<file path="src/rtl/window_pingpong_loader_if.sv">
// Bundle of the memory-in, window-out and PE-result signals of the window loader.
// master drives the loader's inputs; slave is the loader itself.
interface window_pingpong_loader_if #(
  parameter int unsigned MEM_WIDTH    = 24,
  parameter int unsigned WIN_W        = 72,
  parameter int unsigned RESULT_WIDTH = 18
);
  logic                    flush;
  logic                    mem_valid;
  logic [MEM_WIDTH-1:0]    mem_data;
  logic                    mem_ready;
  logic                    win_valid;
  logic [WIN_W-1:0]        win_data;
  logic                    win_ready;
  logic                    fill_sel;
  logic                    res_valid;
  logic [RESULT_WIDTH-1:0] res_data;
  logic [RESULT_WIDTH-1:0] stored_result;
  logic [15:0]             res_count;

  modport master (
    output flush, mem_valid, mem_data, win_ready, res_valid, res_data,
    input  mem_ready, win_valid, win_data, fill_sel, stored_result, res_count
  );

  modport slave (
    input  flush, mem_valid, mem_data, win_ready, res_valid, res_data,
    output mem_ready, win_valid, win_data, fill_sel, stored_result, res_count
  );
endinterface

</file>
<file path="src/rtl/window_pingpong_loader.sv">
// Double-buffered window loader: one buffer fills from memory while the other,
// complete one is presented to the PE bus; also captures and counts PE results.
module window_pingpong_loader #(
  parameter int unsigned MEM_WIDTH    = 24,
  parameter int unsigned ELEM_WIDTH   = 8,
  parameter int unsigned WINDOW_ELEMS = 9,
  parameter int unsigned RESULT_WIDTH = 18
) (
  input logic                  clk,
  input logic                  rst,
  window_pingpong_loader_if.slave bus
);
  localparam int unsigned WIN_W = ELEM_WIDTH * WINDOW_ELEMS;
  localparam int unsigned WORDS = WIN_W / MEM_WIDTH;
  localparam int unsigned CNT_W = (WORDS > 1) ? $clog2(WORDS) : 1;
  localparam logic [CNT_W-1:0] LAST_WORD = CNT_W'(WORDS - 1);

  if ((WIN_W % MEM_WIDTH) != 0 || WORDS == 0) begin : g_bad_width
    $error("window_pingpong_loader: window width must be a whole number of memory words");
  end

  logic [WIN_W-1:0]        buf_a;
  logic [WIN_W-1:0]        buf_b;
  logic [WIN_W-1:0]        fill_buf;
  logic [WIN_W-1:0]        fill_shift;
  logic [CNT_W-1:0]        word_cnt;
  logic                    fill_full;
  logic                    drain_full;
  logic                    fill_sel;
  logic [WIN_W-1:0]        win_data;
  logic [RESULT_WIDTH-1:0] stored_result;
  logic [15:0]             res_count;
  logic                    accept;
  logic                    handshake;
  logic                    swap;

  // Words enter at the top so the first word of a window ends in the LSBs.
  always_comb begin
    fill_buf   = fill_sel ? buf_b : buf_a;
    fill_shift = WIN_W'({bus.mem_data, fill_buf} >> MEM_WIDTH);
    accept     = bus.mem_valid && !fill_full;
    handshake  = drain_full && bus.win_ready;
    swap       = fill_full && (!drain_full || handshake);
  end

  always_ff @(posedge clk or posedge rst) begin
    if (rst) begin
      buf_a      <= '0;
      buf_b      <= '0;
      word_cnt   <= '0;
      fill_full  <= 1'b0;
      drain_full <= 1'b0;
      fill_sel   <= 1'b0;
      win_data   <= '0;
    end else if (bus.flush) begin
      buf_a      <= '0;
      buf_b      <= '0;
      word_cnt   <= '0;
      fill_full  <= 1'b0;
      drain_full <= 1'b0;
      fill_sel   <= 1'b0;
      win_data   <= '0;
    end else begin
      if (accept) begin
        if (fill_sel) buf_b <= fill_shift;
        else          buf_a <= fill_shift;
        if (word_cnt == LAST_WORD) begin
          word_cnt  <= '0;
          fill_full <= 1'b1;
        end else begin
          word_cnt  <= word_cnt + CNT_W'(1);
        end
      end
      // Accept and swap are exclusive: accept needs !fill_full, swap needs fill_full.
      if (swap) begin
        fill_sel   <= !fill_sel;
        fill_full  <= 1'b0;
        drain_full <= 1'b1;
        win_data   <= fill_buf;
      end else if (handshake) begin
        drain_full <= 1'b0;
      end
    end
  end

  // Result capture runs independently of the window path and of flush.
  always_ff @(posedge clk or posedge rst) begin
    if (rst) begin
      stored_result <= '0;
      res_count     <= '0;
    end else if (bus.res_valid) begin
      stored_result <= bus.res_data;
      res_count     <= res_count + 16'd1;
    end
  end

  assign bus.mem_ready     = !fill_full;
  assign bus.win_valid     = drain_full;
  assign bus.win_data      = win_data;
  assign bus.fill_sel      = fill_sel;
  assign bus.stored_result = stored_result;
  assign bus.res_count     = res_count;
endmodule
</file>
<file path="src/flat_wrapper.sv">
// flat-port wrapper written by rule: the top's interface ports become plain ports
module window_pingpong_loader_flat 
#(
  parameter int unsigned MEM_WIDTH    = 24,
  parameter int unsigned ELEM_WIDTH   = 8,
  parameter int unsigned WINDOW_ELEMS = 9,
  parameter int unsigned RESULT_WIDTH = 18
)
  (clk, rst, bus_flush, bus_mem_valid, bus_mem_data, bus_win_ready, bus_res_valid, bus_res_data, bus_mem_ready, bus_win_valid, bus_win_data, bus_fill_sel, bus_stored_result, bus_res_count);
  window_pingpong_loader_if #(.MEM_WIDTH(MEM_WIDTH), .RESULT_WIDTH(RESULT_WIDTH)) bus_i ();
  input logic clk;
  input logic rst;
  input wire logic [$bits(bus_i.flush)-1:0] bus_flush;
  input wire logic [$bits(bus_i.mem_valid)-1:0] bus_mem_valid;
  input wire logic [$bits(bus_i.mem_data)-1:0] bus_mem_data;
  input wire logic [$bits(bus_i.win_ready)-1:0] bus_win_ready;
  input wire logic [$bits(bus_i.res_valid)-1:0] bus_res_valid;
  input wire logic [$bits(bus_i.res_data)-1:0] bus_res_data;
  output wire logic [$bits(bus_i.mem_ready)-1:0] bus_mem_ready;
  output wire logic [$bits(bus_i.win_valid)-1:0] bus_win_valid;
  output wire logic [$bits(bus_i.win_data)-1:0] bus_win_data;
  output wire logic [$bits(bus_i.fill_sel)-1:0] bus_fill_sel;
  output wire logic [$bits(bus_i.stored_result)-1:0] bus_stored_result;
  output wire logic [$bits(bus_i.res_count)-1:0] bus_res_count;
  assign bus_i.flush = bus_flush;
  assign bus_i.mem_valid = bus_mem_valid;
  assign bus_i.mem_data = bus_mem_data;
  assign bus_i.win_ready = bus_win_ready;
  assign bus_i.res_valid = bus_res_valid;
  assign bus_i.res_data = bus_res_data;
  assign bus_mem_ready = bus_i.mem_ready;
  assign bus_win_valid = bus_i.win_valid;
  assign bus_win_data = bus_i.win_data;
  assign bus_fill_sel = bus_i.fill_sel;
  assign bus_stored_result = bus_i.stored_result;
  assign bus_res_count = bus_i.res_count;
  window_pingpong_loader #(.MEM_WIDTH(MEM_WIDTH), .ELEM_WIDTH(ELEM_WIDTH), .WINDOW_ELEMS(WINDOW_ELEMS), .RESULT_WIDTH(RESULT_WIDTH)) u_core (.clk(clk), .rst(rst), .bus(bus_i));
endmodule
</file>
<file path="config.mk">
export PLATFORM = sky130hd
export DESIGN_NAME = window_pingpong_loader_flat
export DESIGN_NICKNAME = d
export VERILOG_FILES = /design/src/rtl/window_pingpong_loader_if.sv /design/src/rtl/window_pingpong_loader.sv /design/src/flat_wrapper.sv
export SDC_FILE = /design/constraint.sdc
export NUM_CORES = 1
export LEC_CHECK = 0
export CAP_MARGIN = 10
export CORE_MARGIN = 8
export CORE_UTILIZATION = 50
export DETAILED_ROUTE_END_ITERATION = 12
export GPL_TIMING_DRIVEN = 0
export PLACE_DENSITY = 0.82
export SYNTH_ARGS = -nofsm -noshare
export SYNTH_HDL_FRONTEND = slang
export SYNTH_SLANG_ARGS = --single-unit
</file>
<file path="constraint.sdc">
create_clock -name clk -period 12.1 [get_ports clk]
set_input_delay 1.21 -clock clk [delete_from_list [all_inputs] [get_ports clk]]
set_output_delay 1.21 -clock clk [all_outputs]
set_load 0.02 [all_outputs]
</file>
==> results.py, run 1 <==
metrics = {
    "clock_tree": {
        "h-tree-depth": 1,
        "cts_buffers": 27,
        "cts_tree": "built",
        "cts_root_buffer": "clkbuf_16",
        "cts_sinks": 255,
        "cts_resized": 0,
        "ctsHoldBuffers": 0,
        "clk_path_buf_depth": 3,
        "cts_setup_buffers": 0,
        "clkTransAtPathRegs_ps": 60,
        "insertion_delay_ps": 520,
    },
    "synthesis": {
        "synth_area_um2": 10700,
        "yosys.area.top_type_share_pct": 59.4,
        "synth_cells": 927,
        "ys_seq_elements": 255,
        "yosysWarnings": 0,
        "synth_top_cell_by_area": "dfrtp_1",
        "synth_area_leaders": "dfrtp_1, mux2_2, nand2_1, mux2i_1, nor2_1",
        "syn_nets": 976,
        "synth.distinct_cells": 34,
        "avgSynthCellArea_um2": 11.6,
        "seq_area_frac_synth_pct": 59.4,
    },
    "min_path": {
        "hp-class": "register to register",
        "hold_start": "u_core.buf_a[36]",
    },
    "worst_setup_path": {
        "r2r_start": "u_core.bus.win_valid",
        "cp.required_ps": 10890,
        "crit_fanout": 4,
        "arrival_ps": 1670,
        "cp-startpoint": "u_core.fill_full",
        "path_class": "register to primary output",
        "endpoint_kind": "primary output",
        "startpoint_type": "register",
    },
    "floorplanning": {
        "fp.dieW_um": 163,
        "design.portCount": 157,
        "rows": 53,
        "start_util_pct": 51.0,
        "die_y_um": 163,
        "dieArea_um2": 26400,
        "fp.coreArea_um2": 21100,
    },
    "route": {
        "vias": 7396,
        "drcViolationCount": 0,
        "wl_mm": 25.8,
        "wl_per_cell_um": 18.3,
        "ant_nets": 0,
        "drt_first_pass_iters": 7,
        "vias_per_cell": 5.26,
        "drt_iter0_markers": 474,
    },
    "global_routing": {
        "grt_max_degree": 102,
        "groute.usage.overall_pct": 19.6,
        "overflow": 0,
        "grt_pass1_wl_mm": 42.2,
        "grt_pass1_vias": 7828,
        "antenna_found_initial": 0,
    },
    "cells_and_area": {
        "drive_above_1_share_pct": 18.6,
        "finalNonFillerCells": 1407,
        "nets": 1162,
        "final_common_cell": "dfrtp_1",
        "antenna_cells": 0,
        "layout_common_cells": "dfrtp_1, nand2_1, clkdlybuf4s50_1",
        "area_growth_pct": 27.0,
    },
    "sta": {
        "clock.fmax_mhz": 347,
        "rsz0062_at_grt": "no",
        "worst_slew_pin_slew_ps": 575,
        "finalCriticalPeriod_ps": 2880,
        "slew_headroom_pct": 61.7,
        "timing.final.crit_share_pct": 23.8,
        "final-setup-viol-count": 0,
        "setup_ws_ps": 9220,
        "skew_ps": 9.12,
        "hold_viol": 0,
        "slew_violations": 0,
        "setup_tns_ps": 0,
    },
    "placement": {
        "dp_hpwl_mm": 18.4,
        "pre_cts_ws_ps": 9050,
        "portBuffers": 155,
        "globalplace.congestion": 0.808,
        "dp.cells": 1359,
    },
    "run": {
        "maxCapViolCount": 0,
    },
    "power_and_ir_drop": {
        "power.leakage_nw": 6.19,
        "peakVddDrop_mv": 0.0969,
        "power_density_nw_per_um2": 154,
    },
    "run_status": {
        "status": "completed",
    },
}
## worst max-delay path: stages (launching register included)
cell             delay (ps)
dfrtp_1                 410
inv_2                   120
clkdlybuf4s50_1         620
## flip-flops by register name, summed over array words and instances (netlist names)
register	cells
u_core.word_cnt	2
u_core.bus.win_valid	1
u_core.buf_a	72
u_core.fill_full	1
u_core.buf_b	72
u_core.bus.stored_result	18
u_core.bus.win_data	72
u_core.bus.fill_sel	1
u_core.bus.res_count	16
## kinds of logic after synthesis
group | count (synthesis) | share of synthesized area (%)
AO/OA/AOI/OAI | 87 | 5.14
XOR/XNOR | 16 | 1.30
adder cells (fa/ha/maj) | 1 | 0.116
buffers and inverters | 62 | 3.43
flip-flops | 255 | 59.4
multiplexers | 181 | 18.1
AND/OR/NAND/NOR | 325 | 12.5
## layer usage
metal / vias up / part of all wire (%) / global-route usage (%)
met5: - / 0 / 0
met4: 0 / 2.1 / 4.92
met3: 38 / 4.5 / 2.96
met2: 169 / 50 / 33.6
met1: 3710 / 44 / 25.7
li1: 3479 / - / -
## worst paths after layout
path	slack [ps]	endpoint	cells after the start
worst min-delay path	460	u_core.buf_a[36]	2
worst max register to register	10270	u_core.bus.win_data[29]	5
worst min register to register	460	u_core.buf_a[36]	2
min in group asynchronous	1130	u_core.buf_b[69]	2
worst max-delay path	9220	bus_mem_ready	2
max in group asynchronous	9700	u_core.buf_a[43]	4
## cells in the mapped netlist (all sizes together)
master  number
xnor2       12
inv          3
buf         47
a31oi        1
a211oi      27
clkbuf      12
nor2        84
nand3        4
nand4        5
nand2      197
nor2b        2
o21ba        1
o31ai        3
o21bai       1
nor3         2
mux2i       72
nor3b        2
dfrtp      255
ha           1
and3         2
o21ai       51
and4         2
nand2b      25
mux2       109
a21oi        3
xor2         4
## stage by stage
stage               utilization (%)  cell area (µm²)  hold slack (ps)  power [mW]
global placement               60.0            12600              448        1.23
global route                   64.7            13700              485        2.18
finish                         64.7            13700              463        2.10
floorplan                         -            10700              437        1.12
CTS                            64.7            13700              468        2.12
detailed placement             60.3            12700              455        1.25
## where the power goes
part	switching, mW	internal (mW)
Sequential	0.0440	0.915
Clock	0.329	0.544
Combinational	0.146	0.125
## area by class of cell
cell class                      count  area [µm²]
Sequential cell                   255        6380
Tap cell                          275         344
Multi-Input combinational cell    610        4000
Buffer                             59         358
Clock inverter                     13         190
Clock buffer                       35         756
Inverter                            3        18.8
Fill cell                        1602        7430
Timing Repair Buffer              157        1610
(Power assumes the default switching activity.)
==> run 2, diff against run 1 <==
--- a/config.mk
+++ b/config.mk
@@ -7,10 +7,10 @@
 export LEC_CHECK = 0
 export CAP_MARGIN = 10
 export CORE_MARGIN = 8
-export CORE_UTILIZATION = 50
+export CORE_UTILIZATION = 49
 export DETAILED_ROUTE_END_ITERATION = 12
 export GPL_TIMING_DRIVEN = 0
-export PLACE_DENSITY = 0.82
+export PLACE_DENSITY = 0.84
 export SYNTH_ARGS = -nofsm -noshare
 export SYNTH_HDL_FRONTEND = slang
 export SYNTH_SLANG_ARGS = --single-unit
==> constraint.sdc (replaced) <==
create_clock -name clk -period 2.5 [get_ports clk]
set_input_delay 0.25 -clock clk [delete_from_list [all_inputs] [get_ports clk]]
set_output_delay 0.25 -clock clk [all_outputs]
set_load 0.02 [all_outputs]
==> results.py, run 2 (synthesized netlist as in run 1, its figures left out) <==
metrics = {
    "global_routing": {
        "overflow": 0,
        "grt_pass1_vias": 7945,
        "grt_pass1_wl_mm": 41.2,
        "antenna_found_initial": 0,
        "groute.usage.overall_pct": 19.1,
        "grt_max_degree": 44,
    },
    "worst_setup_path": {
        "critPathBufInv": 2,
        "cp_slowest_cell": "clkdlybuf4s50_1",
        "path_class": "register to primary output",
        "startpoint_type": "register",
        "arrival_ps": 1680,
        "crit_fanout": 4,
        "worstPathCellList": "inv_2, clkdlybuf4s50_1",
        "cp.required_ps": 2250,
        "endpoint_kind": "primary output",
        "r2r_start": "u_core.bus.fill_sel",
        "cp-startpoint": "u_core.fill_full",
        "critical_path.top_delay_family": "buffers and inverters",
        "max_stage_delay_ps": 620,
    },
    "clock_tree": {
        "cts_sinks": 255,
        "cts_tree": "built",
        "ctsHoldBuffers": 0,
        "clk_path_buf_depth": 3,
        "cts_setup_buffers": 0,
        "h-tree-depth": 1,
        "insertion_delay_ps": 530,
        "cts_buffers": 26,
        "cts_resized": 0,
        "cts_root_buffer": "clkbuf_16",
        "clkTransAtPathRegs_ps": 60,
    },
    "floorplanning": {
        "rows": 54,
        "die_y_um": 164,
        "dieArea_um2": 26900,
        "fp.coreArea_um2": 21700,
        "fp.dieW_um": 164,
        "start_util_pct": 49.6,
        "design.portCount": 157,
    },
    "sta": {
        "fin_hold_ws_ps": 213,
        "worst_slew_pin_slew_ps": 827,
        "finalCriticalPeriod_ps": 1930,
        "slew_violations": 0,
        "slew_headroom_pct": 44.7,
        "timing.final.crit_share_pct": 77.2,
        "setup_tns_ps": 0,
        "skew_ps": 24.4,
        "final-setup-viol-count": 0,
        "hold_viol": 0,
        "clock.fmax_mhz": 518,
        "rsz0062_at_grt": "no",
    },
    "cells_and_area": {
        "drive_above_1_share_pct": 18.8,
        "final_area_um2": 13700,
        "final_common_cell": "dfrtp_1",
        "antenna_cells": 0,
        "reg_top3": "u_core.buf_a x72, u_core.buf_b x72, u_core.bus.win_data x72",
        "layout_common_cells": "dfrtp_1, nand2_1, clkdlybuf4s50_1",
        "area_growth_pct": 27.2,
        "finalNonFillerCells": 1415,
        "nets": 1165,
    },
    "route": {
        "ant_nets": 0,
        "drcViolationCount": 0,
        "wl_per_cell_um": 18.1,
        "drt_first_pass_iters": 5,
        "drt_iter0_markers": 433,
        "vias": 7433,
        "vias_per_cell": 5.25,
        "wl_mm": 25.6,
    },
    "power_and_ir_drop": {
        "power_density_nw_per_um2": 729,
        "peakVddDrop_mv": 0.450,
        "power.leakage_nw": 6.19,
        "p_total_mw": 9.96,
    },
    "placement": {
        "place_area_um2": 12800,
        "dp_hpwl_mm": 18.6,
        "portBuffers": 155,
        "globalplace.congestion": 0.809,
        "dp.cells": 1368,
    },
    "run_status": {
        "status": "completed",
    },
    "run": {
        "maxCapViolCount": 0,
    },
    "min_path": {
        "hp-class": "primary input to asynchronous set/reset pin",
    },
}
[run 2: final cells by class]
type | count | area (µm²)
Fill cell | 1625 | 8020
Sequential cell | 255 | 6380
Multi-Input combinational cell | 610 | 4000
Timing Repair Buffer | 161 | 1670
Clock buffer | 36 | 759
Buffer | 59 | 358
Tap cell | 280 | 350
Clock inverter | 11 | 136
Inverter | 3 | 15.0
[run 2: path summary, 6_finish.rpt]
kind / end / slack (ps) / cells after the start
hold reg to reg: u_core.buf_a[15] / 460 / 2
max in group asynchronous: u_core.bus.win_data[14] / 1050 / 5
hold / removal: u_core.fill_full / 210 / 2
setup / recovery: bus_mem_ready / 570 / 2
min in group clk: u_core.buf_a[53] / 300 / 3
setup reg to reg: u_core.buf_b[27] / 630 / 5
[run 2: layer usage]
metal / share of wire, % / vias to the layer above / GRT usage, % / routed length (µm)
met2: 50 / 178 / 32.4 / 12700
met1: 42 / 3715 / 24.1 / 10800
met4: 2.7 / 0 / 7.02 / 687
li1: - / 3488 / - / -
met5: 0 / - / 0 / 0
met3: 5.5 / 52 / 3.18 / 1400
[run 2: power by group]
part	internal [mW]	switching, mW	total, mW
Sequential	4.43	0.204	4.63
Clock	2.43	1.58	4.00
Combinational	0.616	0.709	1.33
[run 2: through the flow]
stage          util [%]  worst slack (ps)
6_report           63.0               571
5_1_grt            63.0               527
4_1_cts            63.0               551
3_5_place_dp       58.9               365
3_3_place_gp       58.3             -2770
2_1_floorplan         -             -1110
